--- src/rtl/fifo_wr_arbiter.sv ---
// Purpose: round-robin sharing of one FIFO write port among N_REQ valid/ready producers, bounded bursts.
// Latency: a grant is registered one cycle after a valid is seen in IDLE; data and enable to the FIFO are combinational.
// Backpressure: fifo_full_i clears the granted port's ready and the write enable; the grant is held, without counting, while full.
module fifo_wr_arbiter #(
   parameter int N_REQ     = 4,
   parameter int DATA_W    = 8,
   parameter int MAX_BURST = 4,
   localparam int ID_W     = (N_REQ > 1) ? $clog2(N_REQ) : 1,
   localparam int CNT_W    = $clog2(MAX_BURST + 1)
) (
   input  logic                    clk_i,
   input  logic                    rst_ni,
   input  logic [N_REQ-1:0]        req_valid_i,
   input  logic [N_REQ*DATA_W-1:0] req_data_i,
   output logic [N_REQ-1:0]        req_ready_o,
   input  logic                    fifo_full_i,
   output logic                    fifo_wr_en_o,
   output logic [DATA_W-1:0]       fifo_wr_data_o,
   output logic [N_REQ-1:0]        grant_o,
   output logic [ID_W-1:0]         grant_id_o,
   output logic                    busy_o
);

   typedef enum logic {
      S_IDLE  = 1'b0,
      S_GRANT = 1'b1
   } state_t;

   state_t             r_state;
   logic [ID_W-1:0]    r_grant_id;
   logic [ID_W-1:0]    r_last_id;
   logic [N_REQ-1:0]   r_grant;
   logic [CNT_W-1:0]   r_beat_cnt;

   logic               w_any;
   logic               w_hi;
   logic [ID_W-1:0]    w_pick_lo;
   logic [ID_W-1:0]    w_pick_hi;
   logic [ID_W-1:0]    w_pick;
   logic               w_g_vld;
   logic [DATA_W-1:0]  w_g_dat;
   logic               w_busy;
   logic               w_wr_en;
   logic               w_last_beat;
   logic               w_release;

   // Rotating priority: lowest valid port above last_id wins, else wrap to the lowest valid port overall.
   always_comb begin
      w_any     = 1'b0;
      w_hi      = 1'b0;
      w_pick_lo = '0;
      w_pick_hi = '0;
      for (int k = N_REQ - 1; k >= 0; k--) begin
         if (req_valid_i[k]) begin
            w_any     = 1'b1;
            w_pick_lo = ID_W'(k);
            if (ID_W'(k) > r_last_id) begin
               w_hi      = 1'b1;
               w_pick_hi = ID_W'(k);
            end
         end
      end
      w_pick = w_hi ? w_pick_hi : w_pick_lo;
   end

   // Select valid and data of the currently granted port.
   always_comb begin
      w_g_vld = 1'b0;
      w_g_dat = '0;
      for (int k = 0; k < N_REQ; k++) begin
         if (r_grant_id == ID_W'(k)) begin
            w_g_vld = req_valid_i[k];
            w_g_dat = req_data_i[k*DATA_W +: DATA_W];
         end
      end
   end

   assign w_busy      = (r_state == S_GRANT);
   assign w_wr_en     = w_busy && w_g_vld && !fifo_full_i;
   assign w_last_beat = w_wr_en && (r_beat_cnt == CNT_W'(MAX_BURST - 1));
   // A granted producer that drops valid has ended its burst, even while the FIFO is full.
   assign w_release   = w_last_beat || !w_g_vld;

   assign req_ready_o    = (w_busy && !fifo_full_i) ? r_grant : '0;
   assign fifo_wr_en_o   = w_wr_en;
   assign fifo_wr_data_o = w_busy ? w_g_dat : '0;
   assign grant_o        = r_grant;
   assign grant_id_o     = r_grant_id;
   assign busy_o         = w_busy;

   // Grant/release state machine with burst counting; last_id resets to the top port so port 0 goes first.
   always_ff @(posedge clk_i or negedge rst_ni) begin
      if (!rst_ni) begin
         r_state    <= S_IDLE;
         r_grant_id <= '0;
         r_last_id  <= ID_W'(N_REQ - 1);
         r_grant    <= '0;
         r_beat_cnt <= '0;
      end else begin
         case (r_state)
            S_IDLE: begin
               if (w_any) begin
                  r_state    <= S_GRANT;
                  r_grant_id <= w_pick;
                  r_grant    <= N_REQ'(1) << w_pick;
                  r_beat_cnt <= '0;
               end
            end
            S_GRANT: begin
               if (w_release) begin
                  r_state    <= S_IDLE;
                  r_last_id  <= r_grant_id;
                  r_grant_id <= '0;
                  r_grant    <= '0;
                  r_beat_cnt <= '0;
               end else if (w_wr_en) begin
                  r_beat_cnt <= r_beat_cnt + CNT_W'(1);
               end
            end
            default: begin
               r_state <= S_IDLE;
            end
         endcase
      end
   end

endmodule

--- config.mk ---
export PLATFORM = sky130hd
export DESIGN_NAME = fifo_wr_arbiter
export DESIGN_NICKNAME = d
export VERILOG_FILES = /design/src/rtl/fifo_wr_arbiter.sv
export SDC_FILE = /design/constraint.sdc
export NUM_CORES = 1
export LEC_CHECK = 0
export ABC_CLOCK_PERIOD_IN_PS = 2000
export CAP_MARGIN = 15
export CORE_MARGIN = 3
export CORE_UTILIZATION = 45
export DETAILED_ROUTE_END_ITERATION = 6
export DONT_BUFFER_PORTS = 1
export PLACE_DENSITY = 0.7
export SLEW_MARGIN = 30
export SYNTH_ARGS = -nofsm -noshare
export SYNTH_HDL_FRONTEND = slang
export SYNTH_SLANG_ARGS = --single-unit
--- constraint.sdc ---
create_clock -name clk_i -period 2 [get_ports clk_i]
set_input_delay 0.3 -clock clk_i [delete_from_list [all_inputs] [get_ports clk_i]]
set_output_delay 0.3 -clock clk_i [all_outputs]
set_load 0.01 [all_outputs]
# Word-level counts from Yosys, hierarchy flattened
# Cells that the tools add are included.
word_totals:
  ff_bits: 12
  latchBits: 0
  ram_bits: 0
  romBits: 0
  inputBits: 39
  output_inout_bits: 20
  word_cells: 78
  mem_count: 0
classes:
  add_sub_neg: 1
  n_mul: 0
  n_div: 0
  magnitude_cmp: 4
  n_eq_ne: 7
  shift: 1
  mux: 48
  bitwise_logic: 1
  reduce_logical: 11
op_table:
  columns: ["operator", "n"]
  rows:
  - ["$mux 8", 5]
  - ["$mux 2", 15]
  - ["$mux 1", 18]
  - ["$mux 4", 3]
  - ["$mux 3", 3]
  - ["$pmux 4 s2", 1]
  - ["$pmux 3 s2", 1]
  - ["$reduce_and 2->1", 3]
  - ["$eq 2x2->1 const B", 2]
  - ["$gt 1x2->1 const A", 2]
  - ["$gt 2x2->1 const A", 2]
  - ["$logic_and 1x1->1", 4]
  - ["$pmux 2 s2", 1]
  - ["$shl 1x2->4 const A", 1]
  - ["$add 3x1->3 const B", 1]
  - ["$eq 3x2->1 const B", 1]
  - ["$ne 3x1->1 const B", 1]
  - ["$eq 2x1->1 const B", 1]
  - ["$logic_not 1->1", 2]
  - ["$logic_not 2->1", 1]
  - ["$ne 2x1->1 const B", 1]
  - ["$ne 2x2->1 const B", 1]
  - ["$pmux 1 s2", 1]
  - ["$logic_or 1x1->1", 1]
  - ["$not 1->1", 1]

# Logic depth before layout (Yosys ltp)
depth:
  ltp_word: 13
  mapped_depth: 6
  ltp_nobuf: 6

# Worst setup path after synthesis
# Ideal clock, no wire load.
synth_path:
  kind: "register to output"
  startpoint: "register r_grant_id[0], in the netlist grant_id_o[0]"
  endpoint: "output port fifo_wr_data_o[0]"
  t_arrival_ns: 1.398
  t_required_ns: 1.700
  path_slack_ns: 0.302
  path_stages_with_launch: 4
  n_path_buf: 1
  cell_sequence: "dfrtp_1 > buf_2 > mux4_2 > and2_1"
synth_between:
  elab_chain_len: 6
  elab_cells_between_ends: 9
  cone_classes: "3 x eq/ne; 5 x mux; 1 x reduce/logical"
synth_rtl:
  columns: ["item", "line", "text"]
  rows:
  - ["start, declared", "30", "logic [ID_W-1:0] r_grant_id;"]
  - ["start signal, assigned", "104", "r_grant_id <= w_pick;"]
  - ["$logic_not 2->1", "71", "if (r_grant_id == ID_W'(k)) begin"]
  - ["$mux 8 (3 in a row)", "71", null]
  - ["$mux 8 *", "71", null]
  - ["$mux 8 *", "86", "assign fifo_wr_data_o = w_busy ? w_g_dat : '0;"]
  - ["end, declared", "18", "output logic [DATA_W-1:0] fifo_wr_data_o,"]
# Every way passes the cells marked *; elsewhere a longest branch is shown, timed or not.

# Worst setup path after layout
layout_path:
  startpoint: "register r_grant_id[0], in the netlist grant_id_o[0]"
  endpoint: "output port fifo_wr_data_o[7]"
# The elaborated chain is that of the path after synthesis.

==> flow_metrics.tcl <==
set metrics [dict create \
    ant_nets 0 \
    crit_required_ns 1.70 \
    clock_latency_ns 0.28 \
    cts_buffers 3 \
    syn-num-nets 123 \
    worstReg2RegEnd "grant_o[2]" \
    holdPathStages 3 \
    crit_start "grant_id_o[0]" \
    p_per_area_nw_per_um2 1487 \
    root_buffer "clkbuf_4" \
    fin_setup_tns_ns 0 \
    synthCells 82 \
    syn-cell-area_um2 905.9 \
    n_antenna_cell 0 \
    crit_arrival_ns 1.57 \
    clk_pin_slew_ns 0.07 \
    synth.distinct_cells 28 \
    crit_type "register to output port" \
    r2r_cells 4 \
    grt_util_met2_pct 30.43 \
    worst_pin_slew_ns 0.5488 \
    hold_path_end "busy_o" \
    htreeDepth 1 \
    final_nets 129 \
    design_area_um2 997.2 \
    worstHoldStart "fifo_full_i" \
    p_leak_nw 0.4208 \
    grt_setup_unrepaired "false" \
    gp_congestion 0.7487 \
    grtUsageTotal_pct 17.25 \
    fmax_ghz 0.5343 \
    synth_compound_area_share_pct 14.50 \
    initial_core_util_pct 49.76 \
    drive_above_1_share_pct 27.59 \
    grtUsageMet3_pct 6.122 \
    synth_top_family_by_area "multiplexers" \
    synth_xor_xnor_area_share_pct 0 \
    fin_crit_ns 1.871 \
    ios 59 \
    die_w_um 50.87 \
    synth_area_per_cell_um2 11.05 \
    wl_per_cell_um 18.64 \
    synth_top_area_share_pct 27.62 \
    r2r_slack_ns 0.33 \
    ir_drop_v 0.0008494 \
    vias 675 \
    ys_ff_latch 12 \
    route.detailed.drc 0 \
    cp_max_fo 11 \
    drt-vias-per-instance 6.027 \
    maxCapViolCount 0 \
    synth_seq_area_share_pct 33.43 \
    cts_tree "yes" \
    overflow 0 \
    ys_top_cells_by_area "dfrtp_1 28%, mux4_2 22%, and2_1 6.9%" \
    synth_ff_type "dfrtp_1" \
    die_h_um 50.87 \
    timing.final.crit_share_pct 93.57 \
    outcome "completed" \
    grt_max_degree 15 \
    hold_viol 0 \
    hpwlAfterDp_um 1660 \
    hold_ws_ns 0.2904 \
    synthMuxAreaShare_pct 27.21 \
    wirelength_um 2088 \
    crit_path_start_kind "register" \
    dieArea_um2 2587 \
    synthSimpleGateAreaFrac_pct 18.23 \
    grt_pass1_wl_um 3374 \
    synthAdderAreaFrac_pct 2.762 \
    finalSetupViolCount 0 \
    yosysWarnings 0 \
    worst_setup_path_end_kind "output port" \
    grt-busiest-layer "met2" \
    first_global_vias 735 \
    first_pass_iters 4 \
    drt_iter0_drc 9 \
    finalMaxSlewViolations 0 \
    syn2layout_area_growth_pct 10.08 \
    hp-class "input port to register" \
    grt_use_met1_pct 19.20 \
    grt_antenna_before_repair 0 \
    port_buffers 0 \
    synthArstFlopShare_pct 100.0 \
    final.setup_skew_ns 0.0006903 \
    max_slew_margin_pct 63.29 \
    synth_top_cell_by_area "dfrtp_1" \
    placed_area_um2 947.2 \
    cts_sinks 12 \
    cts.path.max_buffers 2 \
    coreArea_um2 1821 \
    synth_edf_count 0 \
    timing.rr.start "grant_id_o[0]" \
    rows 15 \
]
==> worst max-delay path: stages (launching register included) <==
cell	delay [ns]
dfrtp_1	0.39
buf_6	0.20
mux4_2	0.50
and2_1	0.20
==> cells in the mapped netlist, drive strengths merged (2+ instances only) <==
cell    number
clkbuf       2
nor2b        2
ha           2
dfrtp       10
a32o         2
inv          6
mux2         3
nand2        5
nor3         2
a21oi        3
dfstp        2
and2        11
nand2b       2
mux4         9
o32ai        2
a22o         5
nor2         4
==> layout by cell type (no fill, tap or decap), drive strengths merged, types with 2 or more instances in the layout <==
cell type  synthesis  layout
dfstp              2       2
and2              11      11
nand2              5       5
buf                1       3
mux2               3       3
nor2               4       4
dfrtp             10      10
nor2b              2       2
a22o               5       5
a32o               2       2
nor3               2       2
clkbuf             2       4
nand2b             2       2
o32ai              2       2
inv                6       6
ha                 2       2
a21oi              3       3
mux4               9       9
==> where the power goes <==
group	total (mW)	internal, mW	leakage, nW	switching [mW]
sequential	0.482	0.351	0.152	0.131
combinational	0.806	0.410	0.248	0.395
clock	0.195	0.111	0.0210	0.0838
total	1.48	0.873	0.421	0.610
==> worst max path at each step <==
stage	cells past startpoint	slack, ns	end
2_1_floorplan	3	0.30	fifo_wr_data_o[0]
3_3_place_gp	3	0.38	fifo_wr_data_o[7]
3_5_place_dp	4	0.36	grant_o[2]
4_1_cts	3	0.06	fifo_wr_data_o[7]
5_1_grt	3	0.04	fifo_wr_data_o[0]
6_report	3	0.13	fifo_wr_data_o[7]
==> per-stage QoR <==
| stage | util, % | power [mW] | cells | setup slack, ns |
|---|---|---|---|---|
| final | 54.78 | 1.483 | 112 | 0.1285 |
| after CTS | 54.57 | 1.491 | 112 | 0.06088 |
| after detailed placement | 52.03 | 1.290 | 107 | 0.3649 |
| after floorplan | - | 1.130 | 82 | 0.3017 |
| after global routing | 54.78 | 1.609 | 112 | 0.04162 |
| after global placement | 52.03 | 1.273 | 107 | 0.3846 |
==> cell families after synthesis <==
logic type      after synthesis
flops                        12
buf+inv                       9
fa+ha+maj                     2
compound gates               16
simple gates                 30
mux                          13
==> layer usage <==
| layer | share of wire (%) | up-vias | wire length [µm] |
|---|---|---|---|
| met3 | 6.3 | 3 | 132 |
| met5 | 0 | - | 0 |
| li1 | - | 321 | - |
| met4 | 0.77 | 0 | 16 |
| met1 | 38 | 329 | 792 |
| met2 | 55 | 22 | 1147 |
==> area by class of cell <==
cell class	instances	area, µm²
timing repair buffer	4	36.28
sequential	12	302.8
tap	25	31.28
fill	160	823.3
inverter	6	22.52
clock buffer	4	36.28
multi-input combinational	61	568.0
==> state kept, by name (all words and copies together), names as in the netlist <==
name / cells
busy_o: 1
r_beat_cnt: 3
grant_id_o: 2
r_last_id: 2
grant_o: 4
==> timing repair <==
action	4_1_cts	5_1_grt
hold endpoints to repair	12	0
setup endpoints to repair	0	4
hold buffers	1	0
resized for setup	0	1
buffers inserted	0	0
Power figures use the tool's default switching activity.
==> RTL change 1: new RTL, same flow settings <==
Set the parameter `MAX_BURST` to 8 (it was 4).
--- a/src/rtl/fifo_wr_arbiter.sv
+++ b/src/rtl/fifo_wr_arbiter.sv
@@ -4,7 +4,7 @@
 module fifo_wr_arbiter #(
    parameter int N_REQ     = 4,
    parameter int DATA_W    = 8,
-   parameter int MAX_BURST = 4,
+   parameter int MAX_BURST = 8,
    localparam int ID_W     = (N_REQ > 1) ? $clog2(N_REQ) : 1,
    localparam int CNT_W    = $clog2(MAX_BURST + 1)
 ) (
Behaviour: not the same (a bounded check fails within 10 cycles, from zero or initial values and one cycle with rst_ni low).
==> RTL change 1 against the original RTL <==
  * Combinational power is 8.4% lower
  * Maximum frequency is 2.6% lower
  * Setup slack worse by 0.050 ns
  * Sequential cell count is 1 higher
  * Sequential power is 9.5% higher
  * Synthesized area is 15% higher
  * Final area is 12% higher
  * Via count is 22% higher
  * First-iteration DRC count grew to 2.6 times the old value
  * Total power is 3.1% lower
  * Routed wire length is 22% higher
  * Count of clock-buffer cells in the layout stayed put
  * Largest cell class unchanged
==> RTL change 1: results (changes against the original RTL) <==
Status
  • Status: completed (unchanged)

Hold path
  • Hold depth: 2 (was 3)
  • Worst Hold Path EP: grant_o[0] (was busy_o)

Synth
  • Post-synthesis compound-gate area fraction: 18.8% (was 14.5%)
  • Yosys cell types: 38 (was 28)
  • FF+latch count, synth: 13 (was 12)
  • XOR/XNOR Fraction of Synth Area: 0.837% (was 0%)
  • Top cells by area, synth: dfrtp_1 (26%), mux4_2 (19%), and2_1 (7.8%) (was dfrtp_1 (28%), mux4_2 (22%), and2_1 (6.9%))
  • Synth Area in Adders: 1.20% (was 2.76%)

Placed design
  • Dpl hpwl: 2070 um (was 1660 um)
  • Gpl congestion: 0.757 (was 0.749)

Final layout
  • Layout non-clock buf frac: 3.24% (was 3.64%)
  • Count of non-CTS inverters in the layout: 5 (was 6)
  • Number of multi-input logic gates: 75 (was 61)
  • Fraction of layout cells with a size suffix above 1: 28.7% (was 27.6%)
  • Layout clock area frac: 2.34% (was 3.64%)
  • Multi-input gate area: 676 um^2 (was 568 um^2)

STA
  • FMAX: 0.520 GHz (was 0.534 GHz)
  • Clk_skew: 0.00138 ns (was 0.000690 ns)
  • Worst-Margin Slew: 0.591 ns (was 0.549 ns)

Critical path
  • Worst Reg-to-Reg Cells: 5 (was 4)
  • FF-to-FF End: r_last_id[1] (was grant_o[2])
  • Worst EP arrival: 1.62 ns (was 1.57 ns)

Global route
  • Vias in the first global route: 853 (was 735)
  • First-pass GRT wire length: 4130 um (was 3370 um)
  • Total track usage: 19.8% (was 17.3%)

Clock network
  • Clock transition at path regs: 0.09 ns (was 0.07 ns)

Route
  • Routed WL: 2550 um (was 2090 um)
  • WL/cell: 19.9 um (was 18.6 um)

Power
  • Peak VDD IR: 0.000706 V (was 0.000849 V)
-- RTL change 1: changes by cell type in the layout (fill, tap and decap cells not counted), sizes merged, moves of 2 or more --
| cell | change |
|---|---|
| o21ai | +6 |
| a21boi | +2 |
| a32o | -2 |
| nor2 | -2 |
| o2bb2ai | +2 |
| o22ai | +2 |
| nand3 | +3 |
| nor3 | -2 |
| o22a | +2 |
| o32ai | +2 |
| and2 | +2 |
| a22o | -3 |
-- RTL change 1: power breakdown --
group          internal (mW)  switching, mW  leakage (nW)
clock network         0.0773         0.0934        0.0150
registers              0.364          0.164         0.164
logic                  0.378          0.361         0.241
-- RTL change 1: per-stage QoR --
| step | util (%) | setup WS (ns) | area [um^2] | power (mW) | hold WS [ns] |
|---|---|---|---|---|---|
| floorplan | - | 0.223 | 1050 | 1.10 | 0.00441 |
| global placement | 51.8 | 0.329 | 1080 | 1.23 | 0.00469 |
| detailed placement | 51.8 | 0.285 | 1080 | 1.26 | 0.00474 |
| CTS | 53.7 | 0.0201 | 1120 | 1.44 | 0.306 |
| global route | 53.8 | 0.0260 | 1120 | 1.55 | 0.309 |
| finish | 53.8 | 0.0786 | 1120 | 1.44 | 0.299 |
-- RTL change 1: metal layers --
| layer | GRT usage [%] | routed length, um | vias to the layer above |
|---|---|---|---|
| met5 | 0 | 0 | - |
| met4 | 5.81 | 45 | 0 |
| met3 | 5.72 | 146 | 6 |
| met2 | 33.3 | 1350 | 26 |
| met1 | 24.5 | 1010 | 410 |
| li1 | - | - | 383 |
-- RTL change 1: what timing repair did --
item	CTS	global route
cloned	0	0
hold buffers	1	0
endpoints found under the setup margin	5	13
hold endpoints to repair	13	0
resized for setup	1	2
==> RTL change 2: new RTL, same flow settings <==
Made on the original files. Reset style: synchronous (`rst_ni`), changed in one clocked block.
--- a/src/rtl/fifo_wr_arbiter.sv
+++ b/src/rtl/fifo_wr_arbiter.sv
@@ -89,7 +89,7 @@
    assign busy_o         = w_busy;
 
    // Grant/release state machine with burst counting; last_id resets to the top port so port 0 goes first.
-   always_ff @(posedge clk_i or negedge rst_ni) begin
+   always_ff @(posedge clk_i) begin
       if (!rst_ni) begin
          r_state    <= S_IDLE;
          r_grant_id <= '0;
Check against the original RTL: differs if rst_ni is asserted again (counterexample within 4 cycles, from zero or initial values and one cycle with rst_ni low); with rst_ni held inactive, the same outputs for 10 cycles.
==> RTL change 2 against the original RTL <==
  * Hold slack worse by 0.21 ns
  * Non-clock buffer count down 1
  * Routed wire length increased by 5.7%
  * Cell count rose by 13%
  * Utilization is 2.6 points lower
  * Final area is 4.8% higher
  * Synthesized area up 6.4%
  * Setup slack improved by 0.0012 ns
  * Sequential cell count unchanged
  * Critical path type unchanged
  * Critical endpoint is now fifo_wr_data_o[4]
  * Highest routed layer unchanged
Power is not compared: it rests on default switching activity, and its combinational part moved more than twofold at a synthesized area within 25%.
==> RTL change 2: results (changes against the original RTL) <==
Route
  • M1 WL: 835 um (was 792 um)
  • Vias post-DR: 775 (was 675)
  • First-iteration detailed-routing DRC count: 4 (was 9)
  • WL/cell: 17.4 um (was 18.6 um)
  • Routed WL: 2210 um (was 2090 um)
  • Met2 wire len: 1170 um (was 1150 um)
  • DR WL met3: 179 um (was 132 um)

Synth
  • Synthesized instance count: 98 (was 82)
  • Yosys cell types: 33 (was 28)
  • Register area share after synthesis: 24.9% (was 33.4%)
  • Mux cell area share after synthesis: 25.2% (was 27.2%)
  • Top cells by area, synth: dfxtp_1 (25%), mux4_2 (21%), and2_1 (8.4%) (was dfrtp_1 (28%), mux4_2 (22%), and2_1 (6.9%))
  • Most instantiated cells after synthesis: nand2_1 (14), and2_1 (13), dfxtp_1 (12), mux4_2 (9), o22ai_1 (6) (was and2_1 (10), dfrtp_1 (10), mux4_2 (9), inv_1 (6))

Global route
  • First-pass GRT wire length: 3540 um (was 3370 um)
  • Vias in the first global route: 834 (was 735)
  • Total track usage: 17.5% (was 17.3%)

Critical path
  • Max incr delay on CP: 0.55 ns (was 0.50 ns)
  • CP max FO: 8 (was 11)
  • Worst R2R Start: grant_id_o[1] (was grant_id_o[0])
  • CP endpoint: fifo_wr_data_o[4] (was fifo_wr_data_o[7])
  • Crit path max-delay cell type: dfxtp_1 (was mux4_2)
  • Worst R2R Setup Slack: 0.38 ns (was 0.33 ns)
  • CP startpoint: grant_id_o[1] (was grant_id_o[0])

Status
  • Status: completed (unchanged)

Placed design
  • Cells after DPL: 123 (was 107)
  • Gpl congestion: 0.776 (was 0.749)
  • Dpl hpwl: 1800 um (was 1660 um)
  • Area post-placement: 1010 um^2 (was 947 um^2)

Final layout
  • Fraction of layout cells with a size suffix above 1: 28.0% (was 27.6%)
  • Nets: 142 (was 129)

STA
  • Clk_skew: 0.00469 ns (was 0.000690 ns)
  • Worst-Margin Slew: 0.392 ns (was 0.549 ns)

Hold path
  • Worst Hold Launch: rst_ni (was fifo_full_i)
  • Worst Hold Path EP: r_last_id[1] (was busy_o)
RTL change 2: cell types whose count changed after synthesis, sizes merged, moves of 3 or more:
cell    change
dfxtp      +12
dfrtp      -10
nand2       +9
o22ai       +8
a22o        -5
inv         -3
mux2        -3
mux2i       +3
nand3b      +3
RTL change 2: stage by stage:
stage | power [mW] | hold slack, ns | setup WS (ns)
after CTS | 0.687 | 0.0785 | 0.0432
final | 0.679 | 0.0838 | 0.130
after detailed placement | 0.485 | 0.368 | 0.365
after global routing | 0.719 | 0.0692 | 0.0321
after global placement | 0.480 | 0.366 | 0.375
after floorplan | 0.452 | 0.446 | 0.379
RTL change 2: cell type report:
type,instances,area (um^2)
Inverter,3,11.3
Sequential cell,12,241
Clock buffer,4,36.3
Multi-Input combinational cell,78,687
Fill cell,198,957
Tap cell,27,33.8
Timing Repair Buffer,3,35.0
RTL change 2: worst register-to-register path, cell delays in order (launching register included):
cell     delay (ns)
dfxtp_1        0.55
mux2i_1        0.29
o22ai_1        0.15
a21oi_2        0.37
o32ai_1        0.13
